==> src/rtl/sync_down_counter_mod.sv <==
// Synchronous, loadable modulo-MODULUS down counter with cascade borrow and a sticky wrap flag.
// Optional macro SYNC_DOWN_COUNTER_ONE_SHOT_EN makes it saturate at zero and flag the 1 -> 0 terminal event.
module sync_down_counter_mod #(
    parameter int WIDTH   = 4,
    parameter int MODULUS = 16
) (
    input  logic             clk,
    input  logic             rst_n,
    input  logic             en,
    input  logic             load,
    input  logic [WIDTH-1:0] din,
    input  logic             clr_flag,
    output logic [WIDTH-1:0] q,
    output logic [WIDTH-1:0] qb,
    output logic             zero,
    output logic             borrow,
    output logic             wrapped
);

    localparam logic [WIDTH-1:0] MAX_Q   = WIDTH'(MODULUS - 1);
    localparam logic [WIDTH:0]   MAX_EXT = (WIDTH + 1)'(MODULUS - 1);
    localparam logic [WIDTH-1:0] ONE     = WIDTH'(1);

    logic [WIDTH-1:0] q_next;
    logic             wrap_event;
    logic             wrapped_next;
    logic             at_zero;
    logic             din_over;

    assign at_zero  = (q == '0);
    // Compare one bit wider so MODULUS = 2**WIDTH never clamps.
    assign din_over = ({1'b0, din} > MAX_EXT);

    always_comb begin
        q_next     = q;
        wrap_event = 1'b0;
        if (load) begin
            q_next = din_over ? MAX_Q : din;
        end else if (en && !at_zero) begin
            q_next = q - ONE;
`ifdef SYNC_DOWN_COUNTER_ONE_SHOT_EN
            wrap_event = (q == ONE);
`endif
        end else if (en) begin
`ifdef SYNC_DOWN_COUNTER_ONE_SHOT_EN
            q_next = q;
`else
            q_next     = MAX_Q;
            wrap_event = 1'b1;
`endif
        end
    end

    // A wrap on the same edge as clr_flag keeps the flag set.
    always_comb begin
        wrapped_next = wrapped;
        if (wrap_event) begin
            wrapped_next = 1'b1;
        end else if (clr_flag) begin
            wrapped_next = 1'b0;
        end
    end

    always_ff @(posedge clk or negedge rst_n) begin
        if (!rst_n) begin
            q       <= '0;
            wrapped <= 1'b0;
        end else begin
            q       <= q_next;
            wrapped <= wrapped_next;
        end
    end

    assign qb     = ~q;
    assign zero   = at_zero;
    assign borrow = en & ~load & at_zero;

endmodule
==> config.mk <==
export PLATFORM = sky130hd
export DESIGN_NAME = sync_down_counter_mod
export DESIGN_NICKNAME = d
export VERILOG_FILES = /design/src/rtl/sync_down_counter_mod.sv
export SDC_FILE = /design/constraint.sdc
export NUM_CORES = 1
export LEC_CHECK = 0
export CORE_AREA = 2 2 39 41
export DETAILED_ROUTE_END_ITERATION = 16
export DIE_AREA = 0 0 41 43
export GPL_TIMING_DRIVEN = 0
export RECOVER_POWER = 25
export SLEW_MARGIN = 10
export SYNTH_ARGS = -nofsm -noshare
export SYNTH_HDL_FRONTEND = slang
export SYNTH_SLANG_ARGS = --single-unit
==> constraint.sdc <==
create_clock -name clk -period 3.1 [get_ports clk]
set_clock_uncertainty 0.15 [all_clocks]
set_input_delay 0.62 -clock clk [delete_from_list [all_inputs] [get_ports clk]]
set_output_delay 0.62 -clock clk [all_outputs]
set_load 0.01 [all_outputs]
# Word level (Yosys, flattened, before mapping)
# Index checks and enable logic that the tools add are counted.
dict set report word_totals {
  reg_bits 5
  in_bits 9
}
dict set report classes {
  add_sub_neg 1
  mux 8
  bitwise 4
  n_reduce_logical 5
}
# op n
set op_table {}
lappend op_table {{4-bit 2-to-1 mux} 3}
lappend op_table {{1-bit 2-to-1 mux} 5}
lappend op_table {{4-bit logical NOT} 1}
lappend op_table {{4-bit NOT} 1}
lappend op_table {{4-bit by 1-bit subtractor with 4-bit output, second input constant} 1}
lappend op_table {{3-bit nonzero test} 1}
lappend op_table {{1-bit bitwise AND} 2}
lappend op_table {{2-bit nonzero test} 1}
lappend op_table {{1-bit logical AND} 1}
lappend op_table {{1-bit logical NOT} 1}
lappend op_table {{1-bit NOT} 1}

# Logic depth before layout (Yosys ltp)
dict set report depth {
  ltp_word 6
  mapped_depth 5
  mapped_depth_nobuf 5
}

# Worst setup path after synthesis
# OpenSTA, ideal clock, no wires.
dict set report synth_timing {
  kind {register -> output}
  startpoint {register q[0]}
  endpoint {output borrow}
  arrival_ps 1328
  t_required_ps 2330
  slack_ps 1002
  stages_incl_launch_ff 5
  cell_sequence {dfrtp_1 inv_1 ha_1 or2b_1 nor3_1}
}
dict set report synth_via {
  elab_chain_cells 2
}
# element line
set synth_rtl {}
lappend synth_rtl {{start: declaration} 13} ;# output logic [WIDTH-1:0] q,
lappend synth_rtl {{start signal: assignment} 69} ;# q <= q_next;
lappend synth_rtl {{4-bit logical NOT} 30} ;# assign at_zero = (q == '0);
lappend synth_rtl {{1-bit bitwise AND} 76} ;# assign borrow = en & ~load & at_zero;
lappend synth_rtl {{end: declaration} 16} ;# output logic borrow,
# No other way between the ends.

# Final worst setup path
dict set report layout_timing {
  startpoint {input en}
  endpoint {output borrow}
}
dict set report layout_via {
  elab_chain_cells 2
}
# element line
set layout_rtl {}
lappend layout_rtl {{start: declaration} 9} ;# input logic en,
lappend layout_rtl {{1-bit bitwise AND (2 in series)} 76}
# No other way between the ends.

==> impl_metrics.env <==
export IMPL_endpoint_kind="output port"
export IMPL_sw_frac_of_total_pct=27.8
export IMPL_register_area_sq_um=125
export IMPL_rsz0062_at_grt="false"
export IMPL_clk_path_buf_depth=2
export IMPL_crit_slowest_cell="clkdlybuf4s50_1"
export IMPL_p_int_w=0.000167
export IMPL_htree_num_levels=1
export IMPL_final_max_slew_viol_count=0
export IMPL_dpl_hpwl_um=556
export IMPL_first_pass_iters=2
export IMPL_crit_chain="clkdlybuf4s50_1 > nand2b_1 > nor3_1 > clkdlybuf4s50_1"
export IMPL_wirelength_um=715
export IMPL_p_seq_share_pct=35.0
export IMPL_ant_nets=0
export IMPL_worst_pin_slew_ns=0.348
export IMPL_worstPathMaxFanout=7
export IMPL_clock_latency_ns=0.24
export IMPL_track_usage_pct=11.3
export IMPL_grt_overflow=0
export IMPL_viasPerCell=4.33
export IMPL_drtIter0Drc=6
export IMPL_final_cell_area_sq_um=519
export IMPL_synth_seq_area_share_pct=42.7
export IMPL_worstPathRequired_ns=2.33
export IMPL_nets=67
export IMPL_path_class="primary input to output port"
export IMPL_setup_viol=0
export IMPL_fp_dieW_um=41
export IMPL_avgSynthCellArea_sq_um=8.61
export IMPL_io_buffer_count=18
export IMPL_combPwrFrac_pct=33.3
export IMPL_hp_class="flip-flop to flip-flop"
export IMPL_vdd_drop_max_v=0.000149
export IMPL_num_io_pins=20
export IMPL_start_util_pct=21.2
export IMPL_cp_arrival_ns=2.15
export IMPL_max_freq_mhz=343
export IMPL_gp_congestion=0.754
export IMPL_clockRootBuffer="clkbuf_4"
export IMPL_coreArea_sq_um=1380
export IMPL_start_kind="primary input"
export IMPL_slew_headroom_pct=76.8
export IMPL_fillerInstances=145
export IMPL_final_setup_tns_ns=0
export IMPL_mostFrequentLayoutCells="17 x clkdlybuf4s50_1, 6 x inv_1, 5 x dfrtp_1"
export IMPL_power_density_nw_per_um2=447
export IMPL_syn_area_sq_um=293
export IMPL_grt_pass1_wl_mm=1.32
export IMPL_avgRoutedWirePerCell_um=9.93
export IMPL_fin_crit_sh_pct=94.2
export IMPL_vias=312
export IMPL_drc=0
export IMPL_final_common_cell="clkdlybuf4s50_1"
export IMPL_cts_resized=0
export IMPL_antenna_cells=0
export IMPL_postPlaceCellArea_sq_um=493
export IMPL_pwr_share_clk_pct=31.7
export IMPL_multi_input_area_sq_um=141
export IMPL_synth_net_count=44
export IMPL_drive_above_1_share_pct=5.36
export IMPL_die_h_um=43
export IMPL_hold_buffers=0
export IMPL_finalCriticalPeriod_ns=2.92
export IMPL_grt_pass1_vias=320
export IMPL_path_clk_slew_ns=0.04
export IMPL_yosysWarnings=0
export IMPL_grt_max_degree=10
export IMPL_cts_setup_buffers=0
export IMPL_p_leak_nw=0.243
export IMPL_drv_cap=0
export IMPL_crit_top_cell="clkdlybuf4s50_1"
export IMPL_areaGrowthSynthToFinish_pct=77.4
export IMPL_num_rows=14
export IMPL_cts_buffers=3
export IMPL_dieArea_sq_um=1760
export IMPL_netSwitchingPower_w=0.0000644
export IMPL_p_total_w=0.000232
export IMPL_hold_violations=0
export IMPL_status="finished clean"
export IMPL_synth_cells=34
export IMPL_slowest_delay_ns=0.60
export IMPL_grt_antenna_before_repair=0
export IMPL_yosysUniqueCellTypes=20
export IMPL_tritoncts="yes"
export IMPL_synth_seq_cells=5
export IMPL_cts_sinks=5
[stage by stage]
| stage | cells | hold WS [ns] | setup slack, ns | utilization, % |
|---|---|---|---|---|
| 3_5_place_dp | 68 | 0.322 | 0.172 | 35.6 |
| 6_report | 72 | 0.327 | 0.180 | 37.5 |
| 4_1_cts | 72 | 0.332 | 0.181 | 37.5 |
| 2_1_floorplan | 34 | 0.174 | 1.00 | - |
| 3_3_place_gp | 68 | 0.315 | 0.192 | 35.6 |
| 5_1_grt | 72 | 0.366 | 0.0588 | 37.5 |
[logic make-up after synthesis]
family	count (synthesis)	synth area share, %
flops	5	42.7
fa+ha+maj	1	4.27
buf+inv	7	8.97
xor+xnor	1	2.99
simple gates	12	20.9
compound gates	8	20.1
[final timing paths]
check,end,slack [ns],cells past startpoint,from
setup / recovery,borrow,0.18,4,en
hold / removal,wrapped$_DFFE_PN0P_,0.33,1,wrapped$_DFFE_PN0P_
setup reg to reg,q[1]$_DFFE_PN0P_,1.35,5,q[0]$_DFFE_PN0P_
hold reg to reg,wrapped$_DFFE_PN0P_,0.33,1,wrapped$_DFFE_PN0P_
max in group asynchronous,q[0]$_DFFE_PN0P_,2.09,1,rst_n
min in group asynchronous,q[3]$_DFFE_PN0P_,0.52,1,rst_n
[Yosys cell counts]
library cell  n  area [sq um]
inv_1         6          22.5
dfrtp_1       5           125
nand2_1       3          11.3
nor2_1        3          11.3
a21o_1        2          15.0
a22o_1        1          8.76
a311oi_1      1          8.76
a31oi_1       1          6.26
clkbuf_1      1          3.75
ha_1          1          12.5
nand2b_1      1          6.26
nand3_1       1          5.00
nor3_1        1          5.00
nor4_1        1          6.26
o21ai_0       1          5.00
o21bai_1      1          7.51
o31ai_1       1          7.51
or2b_1        1          7.51
or3b_1        1          8.76
xnor2_1       1          8.76
[area by class of cell]
| cell class | instances | share of cell area, % |
|---|---|---|
| Tap cell | 16 | 3.86 |
| Buffer | 1 | 0.723 |
| Multi-Input combinational cell | 22 | 27.2 |
| Clock buffer | 4 | 5.06 |
| Inverter | 6 | 4.34 |
| Timing Repair Buffer | 18 | 34.7 |
| Sequential cell | 5 | 24.1 |
[metal layers]
| metal | GRT usage, % | share of wire, % |
|---|---|---|
| met1 | 14.4 | 49 |
| met3 | 3.14 | 8.0 |
| met4 | 10.0 | 1.7 |
| met2 | 14.7 | 41 |
| met5 | 0 | 0 |
[registers in the layout, indices dropped and copies added, names as in the netlist]
| signal | cells |
|---|---|
| q | 4 |
| wrapped | 1 |
[critical path, delay by kind of cell]
family | cells | cell delay, ns
buffers and inverters | 2 | 1.19
and+or+nand+nor | 2 | 0.34
[power by group through the flow]
| stage | clock [W] | sequential [W] | combinational, W |
|---|---|---|---|
| 2_1_floorplan | 0 | 0.0000836 | 0.0000309 |
| 3_5_place_dp | 0 | 0.0000825 | 0.0000781 |
| 5_1_grt | 0.0000825 | 0.0000825 | 0.0000857 |
| 3_3_place_gp | 0 | 0.0000822 | 0.0000783 |
| 4_1_cts | 0.0000775 | 0.0000816 | 0.0000787 |
| 6_report | 0.0000734 | 0.0000812 | 0.0000773 |
No activity file was read; power rests on OpenSTA's default activity.
